**config.mk**
```make
export PLATFORM = sky130hd
export DESIGN_NAME = pipe_shifter
export DESIGN_NICKNAME = d
export VERILOG_FILES = /design/src/rtl/pipe_shifter.sv
export SDC_FILE = /design/constraint.sdc
export NUM_CORES = 1
export LEC_CHECK = 0
export BUFFER_PORTS_ARGS = -buffer_cell sky130_fd_sc_hd__buf_2
export CAP_MARGIN = 20
export CORE_UTILIZATION = 60
export CTS_CLUSTER_SIZE = 24
export DETAILED_ROUTE_END_ITERATION = 16
export PLACE_DENSITY = 0.76
export RECOVER_POWER = 100
export SYNTH_ARGS = -nofsm -noshare
export SYNTH_HDL_FRONTEND = slang
export SYNTH_SLANG_ARGS = --single-unit
```
**constraint.sdc**
```tcl
create_clock -name clock -period 7.61 [get_ports clock]
set_clock_uncertainty 0.2 [all_clocks]
set_input_delay 1.9025 -clock clock [delete_from_list [all_inputs] [get_ports clock]]
set_output_delay 1.9025 -clock clock [all_outputs]
set_load 0.01 [all_outputs]
```
**src/rtl/pipe_shifter.sv**
```systemverilog
// ---------------------------------------------------------------------------
// pipe_shifter
//
// Pipelined barrel shifter with valid/ready handshaking on both sides.
// The shift is split into AMT_W stages: stage k shifts by 2^(AMT_W-1-k)
// when amount bit AMT_W-1-k is set, so the largest shift happens first.
// Every stage is a register slice with its own valid bit. Bubbles collapse
// and a full pipeline sustains one operation per cycle.
//
// Modes (in_mode):
//   00 SLL  logical left, zeros enter at the LSB end
//   01 SRL  logical right, zeros enter at the MSB end
//   10 SRA  arithmetic right, the operand's sign bit enters at the MSB end
//   11 ROL  rotate left when PIPE_SHIFTER_ROTATE_EN is defined,
//           otherwise identical to SLL
//
// Configuration macro:
//   PIPE_SHIFTER_ROTATE_EN  enables the rotate wrap path for mode 11
//
// Ports:
//   clock      rising-edge clock
//   reset      asynchronous active-high reset, flushes every stage
//   in_valid   operand offered
//   in_ready   operand accepted when in_valid & in_ready
//   in_data    operand (WIDTH bits)
//   in_amt     shift amount (AMT_W bits)
//   in_mode    shift mode (2 bits)
//   out_valid  result present
//   out_ready  consumer accepts when out_valid & out_ready
//   out_data   shifted result, forced to 0 while out_valid is low
//   out_zero   high when out_data is zero
// ---------------------------------------------------------------------------
module pipe_shifter #(
    parameter int WIDTH = 32,
    parameter int AMT_W = $clog2(WIDTH)
) (
    input  logic             clock,
    input  logic             reset,
    input  logic             in_valid,
    output logic             in_ready,
    input  logic [WIDTH-1:0] in_data,
    input  logic [AMT_W-1:0] in_amt,
    input  logic [1:0]       in_mode,
    output logic             out_valid,
    input  logic             out_ready,
    output logic [WIDTH-1:0] out_data,
    output logic             out_zero
);

    typedef enum logic [1:0] {
        MODE_SLL = 2'b00,
        MODE_SRL = 2'b01,
        MODE_SRA = 2'b10,
        MODE_ROL = 2'b11
    } mode_e;

    localparam int LAST = AMT_W - 1;

    // Stage registers. The final stage has no amount or mode left to carry,
    // so those arrays stop one stage short.
    logic [WIDTH-1:0] data_q  [AMT_W];
    logic [AMT_W-1:0] valid_q;
    logic [AMT_W-1:0] amt_q   [AMT_W-1];
    logic [1:0]       mode_q  [AMT_W-1];

    // Inputs presented to each stage, its shifted data and its load enable.
    logic [WIDTH-1:0] src_data  [AMT_W];
    logic [AMT_W-1:0] src_amt   [AMT_W];
    logic [1:0]       src_mode  [AMT_W];
    logic [AMT_W-1:0] src_valid;
    logic [WIDTH-1:0] shifted   [AMT_W];
    logic [AMT_W-1:0] stage_ready;
    logic             chain;

    // One conditional shift step by a fixed distance. For SRA the data MSB
    // still equals the original sign bit, because every earlier step
    // preserved it, so it serves as the fill bit.
    function automatic logic [WIDTH-1:0] shift_step(
        input logic [WIDTH-1:0] d,
        input logic [1:0]       mode,
        input int               sh
    );
        logic [WIDTH-1:0] r;
        case (mode)
            MODE_SRL: r = d >> sh;
            MODE_SRA: r = $signed(d) >>> sh;
`ifdef PIPE_SHIFTER_ROTATE_EN
            MODE_ROL: r = (d << sh) | (d >> (WIDTH - sh));
`endif
            default:  r = d << sh;
        endcase
        return r;
    endfunction

    // Stage 0 is fed from the input port and every later stage from its
    // predecessor's registers.
    always_comb begin
        src_data[0]  = in_data;
        src_amt[0]   = in_amt;
        src_mode[0]  = in_mode;
        src_valid[0] = in_valid;
        for (int k = 1; k < AMT_W; k++) begin
            src_data[k]  = data_q[k-1];
            src_amt[k]   = amt_q[k-1];
            src_mode[k]  = mode_q[k-1];
            src_valid[k] = valid_q[k-1];
        end
    end

    // The remaining amount is shifted left after every stage, so the MSB of
    // a stage's incoming amount is always that stage's control bit.
    always_comb begin
        for (int k = 0; k < AMT_W; k++) begin
            shifted[k] = src_amt[k][AMT_W-1]
                       ? shift_step(src_data[k], src_mode[k], 1 << (AMT_W - 1 - k))
                       : src_data[k];
        end
    end

    // Ready chain from the output back to the input. A stage can load when
    // it is empty or when its contents leave in the same cycle. The chain is
    // built through a temporary so that no bit of stage_ready reads another.
    always_comb begin
        stage_ready = '0;
        chain       = out_ready;
        for (int k = LAST; k >= 0; k--) begin
            stage_ready[k] = ~valid_q[k] | chain;
            chain          = stage_ready[k];
        end
    end

    assign in_ready = stage_ready[0];

    // Stage registers. The valid bit follows the predecessor on every load
    // so that a bubble propagates. The payload only updates with a real
    // operand, which keeps idle-cycle input values out of the pipeline.
    always_ff @(posedge clock or posedge reset) begin
        if (reset) begin
            valid_q <= '0;
            for (int k = 0; k < AMT_W; k++) begin
                data_q[k] <= '0;
            end
            for (int k = 0; k < AMT_W - 1; k++) begin
                amt_q[k]  <= '0;
                mode_q[k] <= '0;
            end
        end else begin
            for (int k = 0; k < AMT_W; k++) begin
                if (stage_ready[k]) begin
                    valid_q[k] <= src_valid[k];
                    if (src_valid[k]) begin
                        data_q[k] <= shifted[k];
                    end
                end
            end
            for (int k = 0; k < AMT_W - 1; k++) begin
                if (stage_ready[k] && src_valid[k]) begin
                    amt_q[k]  <= src_amt[k] << 1;
                    mode_q[k] <= src_mode[k];
                end
            end
        end
    end

    // Output is gated by the last valid bit, so stale payload never shows.
    // The zero flag is derived from the same gated value.
    assign out_valid = valid_q[LAST];
    assign out_data  = valid_q[LAST] ? data_q[LAST] : '0;
    assign out_zero  = (out_data == '0);

endmodule
```
* Word-level counts from Yosys, hierarchy flattened
Cells that the tools add are included.
** Word-level totals
- Input port bits :: 43
- Output and inout bits :: 35
- Word-level logic and storage cells :: 59
- Register bits :: 183
** Operators by class
- Eq/ne operators :: 10
- Reductions and logical operators :: 10
- Bitwise operators :: 10
- Mux-type cells :: 11
** Operators with widths (number)
- $pmux W32 S2 :: 5
- $mux W32 :: 6
- $logic_not A32 Y1 :: 1
- $eq A2 B1 Y1 const B :: 5
- $eq A2 B2 Y1 const B :: 5
- $reduce_and A2 Y1 :: 5
- $not A1 Y1 :: 5
- $or A1 B1 Y1 :: 5
- $logic_and A1 B1 Y1 :: 4

* Longest topological paths before layout
Gate-level depths: netlist (run 1).
- Word-level depth :: 7
- Mapped depth :: 8
- Gate-level depth less buffers :: 6

* Least setup slack after synthesis (run 1)
No wires, ideal clock.
- Kind :: input port to output port
- From :: in out_ready
- To :: out in_ready
- Cell stages on the path :: 2
- Setup slack :: 3.026 ns
- Buffers on the path :: 0
- Data arrival time :: 2.481 ns
- Data required time :: 5.508 ns
- Cells stage by stage :: nand4b_4 -> or2_2
** Between the ends
- Cells in the longest elaborated chain, start to end :: 5
** RTL lines
- start, declared :: RTL line 45 : input logic out_ready,
- $or A1 B1 Y1 (5 in a row) :: RTL line 127 : stage_ready[k] = ~valid_q[k] | chain;
- end, declared :: RTL line 40 : output logic in_ready,
No other way between the ends.

==> qor.yml, run 1 <==
synth_cell_types: 38
dieArea_um2: 16500
hold_depth: 2
final_nets: 1278
synth_nets: 1260
yosysSeqAreaShare_pct: 47.8
path_max_fanout: 74
hold_violations: 0
root_buffer: "clkbuf_16"
period_share_pct: 70.3
gp_congestion: 0.782
r2r_slack_ns: 3.20
rsz0062_at_grt: "false"
power_leakage_nw: 4.58
crit_path_start: "reset"
netlist_area_um2: 9580
final_cell_mix: "nand2_1 (357), o21ai_0 (255), dfrtp_1 (183)"
die_h_um: 128
cts_tree: "yes"
post_drt_wl_per_cell_um: 14.0
cts_buffers: 17
grt_pass1_vias: 7197
cts_resized: 0
min_to: "amt_q[8]"
maxSlewViolCount: 363
ys_ff_latch: 183
syn-instance-count: 1207
start_kind: "primary input"
vdd_drop_max_v: 0.000165
max_stage_delay_ns: 1.42
rows: 45
status: "finished with violations"
pin_count: 78
final_common_cell: "nand2_1"
clock_latency_ns: 0.43
grt_max_degree: 89
finalPower_mw: 3.79
drive_gt1_share_pct: 8.08
post_cts.repair.setup_buffers: 0
hp-class: "flop to flop"
setup_viol: 0
clock_path_buffers: 2
placed_cell_area_um2: 9940
fin_tns_setup_ns: 0
hpwl_mm: 13.9
synth.yosys.warnings: 0
crit_buf_inv: 4
cap_violations: 6
antenna_found_initial: 0
crit_chain: "buf_2 > clkinvlp_2 > clkbuf_1 > clkbuf_2"
area_delta_synth_final_pct: 9.60
critical_path.slowest_cell: "clkbuf_2"
final_cell_area_um2: 10500
worstRegToRegCells: 4
via_count: 8052
period_needed_ns: 5.35
die_x_um: 128
max_slew_margin_pct: -79.7
core-area_um2: 15400
start_util_pct: 62.4
violations: "max-capacitance violations, max-slew violations"
arrival_ns: 5.35
firstDrtPassIters: 5
max_freq_mhz: 187
drc: 0
end_kind: "async pin"
ant_nets: 0
antennaDiodeCount: 0
drtIter0Drc: 598
powerDensity_nw_per_um2: 361
cts_num_sinks: 183
portBuffers: 77
hp-start: "amt_q[8]"
r2r-end: "data_q[159]"
htreeDepth: 4
worstSetupPathType: "primary input to async pin"
avgSynthCellArea_um2: 7.94
cts_hold_buf: 0
wl_mm: 20.3
grtUsageTotal_pct: 26.5
tightest_slew_ns: 2.70
critPathTopFamily: "buffers and inverters"
r2r_start: "valid_q[4]"
grt_pass1_wl_mm: 34.9
cp_data_required_time_ns: 7.61
via_per_inst: 5.56
path_clk_slew_ns: 0.06
grt-ovfl-total: 0
[synth_stat cells]
| cell type | count | area, µm² |
|---|---|---|
| nand2_1 | 357 | 1340 |
| o211ai_1 | 3 | 22.5 |
| o21ai_0 | 254 | 1270 |
| nor4_1 | 8 | 50.1 |
| dfrtp_1 | 183 | 4580 |
| and2b_1 | 1 | 7.51 |
| nand3_1 | 10 | 50.1 |
| mux2_2 | 5 | 56.3 |
| buf_4 | 1 | 7.51 |
| a32oi_1 | 4 | 35.0 |
| nor3_2 | 1 | 10.0 |
| a21o_1 | 1 | 7.51 |
| nor3b_2 | 1 | 12.5 |
| o31ai_1 | 15 | 113 |
| a21bo_2 | 1 | 10.0 |
| nand4b_4 | 1 | 23.8 |
| buf_1 | 4 | 15.0 |
| clkbuf_2 | 1 | 5.00 |
| nor2b_1 | 24 | 150 |
| ha_1 | 10 | 125 |
| a22oi_1 | 9 | 67.6 |
| o21ai_1 | 1 | 5.00 |
| buf_2 | 28 | 140 |
| mux2_1 | 2 | 22.5 |
| o21ai_4 | 2 | 32.5 |
| inv_1 | 18 | 67.6 |
| nand2b_1 | 2 | 12.5 |
| a21oi_1 | 112 | 561 |
| nand4_1 | 2 | 12.5 |
| a31oi_1 | 7 | 43.8 |
| a222oi_1 | 15 | 150 |
| and2_1 | 34 | 213 |
| nor2_1 | 23 | 86.3 |
| o21bai_1 | 1 | 7.51 |
| nand3b_1 | 3 | 22.5 |
| a21boi_2 | 1 | 11.3 |
| or2_2 | 2 | 12.5 |
| clkbuf_1 | 60 | 225 |
[worst max path at each step]
stage | endpoint | slack, ns | depth (start not counted)
floorplan | amt_q[12] | 0.54 | 1
global placement | in_ready | 2.76 | 4
detailed placement | in_ready | 2.74 | 4
CTS | in_ready | 2.73 | 4
global route | data_q[75] | 1.47 | 4
finish | data_q[71] | 2.26 | 4
[layout make-up]
cell class	count	area, µm²
Timing Repair Buffer	93	444
Fill cell	1292	4870
Clock inverter	13	179
Tap cell	211	264
Multi-Input combinational cell	912	4530
Sequential cell	183	4580
Clock buffer	19	443
Inverter	18	68.8
[flip-flops by register name (all words and copies together) (netlist names)]
name,count
amt_q,10
data_q,160
mode_q,8
valid_q,5
[report_power, final]
group | switching [mW] | internal, mW | total, mW
sequential | 0.334 | 1.30 | 1.63
clock | 0.366 | 0.556 | 0.922
combinational | 0.784 | 0.451 | 1.24
total | 1.48 | 2.31 | 3.79
[stage by stage]
stage	utilization (%)	worst slack, ns	hold WS (ns)	cells
5_1_grt	68.3	1.47	0.330	1449
3_5_place_dp	64.6	2.74	0.268	1413
4_1_cts	68.7	2.73	0.284	1445
2_1_floorplan	-	0.535	0.233	1207
3_3_place_gp	64.6	2.76	0.262	1413
6_report	68.3	2.26	0.283	1449
[worst min-delay path, delay by kind of cell, from the launching register on]
family,cells,cell delay (ns)
flops,1,0.35
simple gates,2,0.10
[logic make-up (layout without fill, tap and decap cells)]
group	Yosys count	count (layout)	share of synthesized area [%]
simple gates	469	469	20.9
compound gates	426	426	24.4
fa+ha+maj	10	10	1.31
buf+inv	112	143	4.80
mux	7	7	0.822
flops	183	183	47.8
[per-layer routing]
metal	part of all wire (%)	vias up	track usage, %
met3	3.9	33	4.78
met5	0	-	0
met2	47	197	43.0
met1	47	3661	35.5
li1	-	4161	-
met4	2.5	0	10.5
Power figures use the tool's default switching activity.
==> run 2, diff against run 1 <==
- CORE_UTILIZATION: 60 -> 55
- PLACE_DENSITY: 0.76 -> 0.73
- clock period: 7.61 -> 4.4 ns (I/O delays scaled with it)
==> qor.yml, run 2 (synthesis gave the netlist of run 1 again) <==
via_per_inst: 5.53
r2r_start: "valid_q[4]"
crit_buf_inv: 1
clock_path_buffers: 2
firstDrtPassIters: 7
die_h_um: 134
critical_path.slowest_cell: "dfrtp_1"
grt_max_degree: 184
setup_viol: 0
arrival_ns: 2.34
htreeDepth: 4
cts_hold_buf: 0
drc: 0
die_x_um: 134
wl_mm: 20.6
powerDensity_nw_per_um2: 633
start_util_pct: 57.0
antenna_found_initial: 0
hpwl_mm: 13.7
reg_top3: "data_q: 160 flops, amt_q: 10 flops, mode_q: 8 flops"
max_stage_delay_ns: 0.81
ant_nets: 0
drtIter0Drc: 512
start_kind: "flop"
cts_resized: 0
cts_num_sinks: 183
vdd_drop_max_v: 0.000360
holdWs_ns: 0.291
antennaDiodeCount: 0
violations: "max-capacitance violations, max-slew violations"
final_common_cell: "nand2_1"
rsz0062_at_grt: "false"
hold_depth: 2
gp_congestion: 0.912
final_cell_mix: "nand2_1 (357), o21ai_0 (255), dfrtp_1 (183)"
maxSlewViolCount: 228
tightest_slew_ns: 2.41
min_to: "amt_q[8]"
hold_violations: 0
post_drt_wl_per_cell_um: 14.1
worstSetupPathType: "flop to primary output"
area_delta_synth_final_pct: 10.3
worstRegToRegCells: 4
clock_latency_ns: 0.43
rows: 47
final_nets: 1277
cp_data_required_time_ns: 3.10
period_needed_ns: 3.64
max_slew_margin_pct: -60.6
drive_gt1_share_pct: 8.33
core-area_um2: 16800
grt_pass1_wl_mm: 34.8
cap_violations: 2
cts_buffers: 17
root_buffer: "clkbuf_16"
crit_path_start: "valid_q[4]"
grt-ovfl-total: 0
path_clk_slew_ns: 0.06
r2r-end: "data_q[95]"
power_leakage_nw: 4.62
hp-start: "amt_q[8]"
critPathTopFamily: "simple AND/OR/NAND/NOR gates"
via_count: 8051
hp-class: "flop to flop"
pin_count: 78
grt_pass1_vias: 7061
period_share_pct: 82.6
crit_chain: "nand4b_1 > or2_2 > clkbuf_1"
post_cts.repair.setup_buffers: 0
grtUsageTotal_pct: 24.0
placed_cell_area_um2: 9960
largest_register_ffs: 160
cts_tree: "yes"
end_kind: "primary output"
portBuffers: 77
fin_tns_setup_ns: 0
regMostFlops: "data_q"
path_max_fanout: 36
final_cell_area_um2: 10600
r2r_slack_ns: 1.06
max_freq_mhz: 275
dieArea_um2: 18000
status: "finished with violations"
## run 2: area by class of cell
| class | instances | area (µm²) |
|---|---|---|
| sequential | 183 | 4580 |
| clock inverter | 14 | 229 |
| tap | 220 | 275 |
| timing repair buffer | 92 | 455 |
| fill | 1550 | 6250 |
| multi-input combinational | 912 | 4530 |
| clock buffer | 18 | 439 |
| inverter | 18 | 68.8 |
## run 2: worst register-to-register path: cells and delay by family (launching register included)
kind            cells  cell delay (ns)
compound gates      1             0.28
buf+inv             1             1.17
simple gates        2             0.69
flops               1             0.81
## run 2: where the power goes
group | switching [mW] | total (mW) | leakage [nW] | internal [mW]
Clock | 0.648 | 1.72 | 0.325 | 1.08
Sequential | 0.609 | 2.86 | 2.31 | 2.25
Combinational | 1.33 | 2.11 | 1.99 | 0.783
Total | 2.58 | 6.69 | 4.62 | 4.11
## run 2: worst max-delay path by stage
stage                              to  slack (ns)  cells after the start
final                        in_ready        0.76                      3
after global routing         in_ready        0.51                      3
after CTS                    in_ready        1.02                      3
after detailed placement  data_q[142]        1.11                      6
after global placement       in_ready        1.16                      4
after floorplan             amt_q[12]        0.75                      1
## run 2: metal layers
layer / track usage (%) / up-vias / part of all wire [%]
li1: - / 4152 / -
met2: 38.7 / 197 / 47
met5: 0 / - / 0
met3: 3.40 / 25 / 3.5
met1: 33.0 / 3677 / 48
met4: 8.90 / 0 / 1.6
## run 2: metrics by stage
step | setup WS (ns) | power (mW) | cells | util, %
after floorplan | 0.749 | 4.39 | 1207 | -
after global placement | 1.16 | 4.94 | 1422 | 59.2
after detailed placement | 1.11 | 5.01 | 1422 | 59.2
after CTS | 1.02 | 6.74 | 1454 | 63.2
after global routing | 0.509 | 7.22 | 1457 | 62.9
final | 0.765 | 6.69 | 1457 | 62.9
==> run 3, diff against run 2 <==
- CORE_UTILIZATION: 55 -> 60
- PLACE_DENSITY: 0.73 -> 0.76
- clock period: 4.4 -> 3.7 ns (I/O delays scaled with it)
==> qor.yml, run 3 (synthesis gave the netlist of run 1 again) <==
start_kind: "flop"
root_buffer: "clkbuf_16"
clock_path_buffers: 2
path_clk_slew_ns: 0.07
final_nets: 1282
cts_hold_buf: 0
cts_tree: "yes"
final_cell_mix: "nand2_1 (357), o21ai_0 (256), dfrtp_1 (183)"
end_kind: "flop"
clock_latency_ns: 0.43
grt_pass1_wl_mm: 35.3
period_needed_ns: 3.16
max_freq_mhz: 316
seqCellArea_um2: 4580
core-area_um2: 15400
cap_violations: 3
largest_register_ffs: 160
crit_chain: "nand4b_4 > nand2_1 > clkbuf_1 > o21ai_0"
hold_violations: 0
cts_resized: 0
fin_tns_setup_ns: 0
power_leakage_nw: 4.66
drive_gt1_share_pct: 8.55
critPathTopFamily: "buffers and inverters"
htreeDepth: 4
max_stage_delay_ns: 1.21
post_cts.repair.setup_buffers: 0
ant_nets: 0
switching_share_pct: 38.0
holdWs_ns: 0.289
arrival_ns: 3.19
cp_data_required_time_ns: 3.73
max_slew_margin_pct: -20.3
path_max_fanout: 43
dieArea_um2: 16500
tightest_slew_ns: 1.80
status: "finished with violations"
period_share_pct: 85.4
cts_buffers: 17
rsz0062_at_grt: "false"
hpwl_mm: 14.1
start_util_pct: 62.4
worstRegToRegCells: 4
crit_buf_inv: 1
hp-class: "primary input to async pin"
p_clk_share_pct: 26.4
powerDensity_nw_per_um2: 758
gp_congestion: 0.791
via_per_inst: 5.66
grt_max_degree: 69
die_x_um: 128
setup_viol: 0
p_int_mw: 4.99
cp.depth: 4
area_delta_synth_final_pct: 10.8
reg_top3: "data_q: 160 flops, amt_q: 10 flops, mode_q: 8 flops"
firstDrtPassIters: 6
worstSetupPathType: "flop to flop"
final_common_cell: "nand2_1"
regMostFlops: "data_q"
critical_path.slowest_cell: "clkbuf_1"
net-switching-power_mw: 3.06
nFillCells: 1325
antennaDiodeCount: 0
post_drt_wl_per_cell_um: 14.3
violations: "max-capacitance violations, max-slew violations"
vdd_drop_max_v: 0.000437
combinationalPowerShare_pct: 31.7
maxSlewViolCount: 112
portBuffers: 77
rows: 45
die_h_um: 128
via_count: 8215
pin_count: 78
drc: 0
finalPower_mw: 8.05
wl_mm: 20.8
seqPwrFrac_pct: 41.9
grt-ovfl-total: 0
grt_pass1_vias: 7266
antenna_found_initial: 0
multi_input_area_um2: 4530
drtIter0Drc: 465
cts_num_sinks: 183
grtUsageTotal_pct: 26.9
-- run 3: cell count changes in the layout (fill, tap and decap cells not counted), sizes merged --
cell,change
clkbuf,+1
clkinvlp,-2
clkinv,-4
bufinv,+1
buf,+7
-- run 3: final cells by class --
cell class	count	area share [%]
Clock buffer	21	4.43
Clock inverter	9	2.07
Inverter	18	0.648
Multi-Input combinational cell	912	42.6
Sequential cell	183	43.1
Tap cell	211	2.49
Timing Repair Buffer	97	4.62
-- run 3: power by group through the flow --
stage / sequential (mW) / clock, mW / combinational [mW]
3_5_place_dp: 3.39 / 0 / 2.58
4_1_cts: 3.36 / 2.15 / 2.62
3_3_place_gp: 3.36 / 0 / 2.52
2_1_floorplan: 3.13 / 0 / 2.10
6_report: 3.37 / 2.13 / 2.55
5_1_grt: 3.47 / 2.24 / 2.97
-- run 3: final timing paths --
kind                             from          end  slack, ns
max                        valid_q[4]   data_q[66]       0.54
min                             reset  data_q[119]       0.29
max reg2reg                valid_q[4]   data_q[66]       0.54
min reg2reg                  amt_q[8]     amt_q[8]       0.29
max in group asynchronous       reset  data_q[148]       0.99
min in group clock           amt_q[8]     amt_q[8]       0.29
-- run 3: worst reg2reg max path: stages (launching register included) --
cell and delay, ns:
dfrtp_1 0.88, nand4b_4 0.24, nand2_1 0.12, clkbuf_1 1.21
o21ai_0 0.32
-- run 3: stage by stage --
step	setup WS [ns]	instances	instance area (µm²)	utilization, %
2_1_floorplan	0.224	1207	9590	-
3_3_place_gp	0.811	1421	10000	65.3
3_5_place_dp	0.770	1421	10000	65.3
4_1_cts	0.462	1451	10700	69.8
5_1_grt	0.183	1451	10600	69.1
6_report	0.540	1451	10600	69.1
-- run 3: layer usage --
layer	part of all wire [%]	track usage [%]	vias up
li1	-	-	4180
met1	47	36.2	3812
met5	0	0	-
met4	2.0	10.6	0
met3	3.4	4.03	24
met2	48	44.2	199
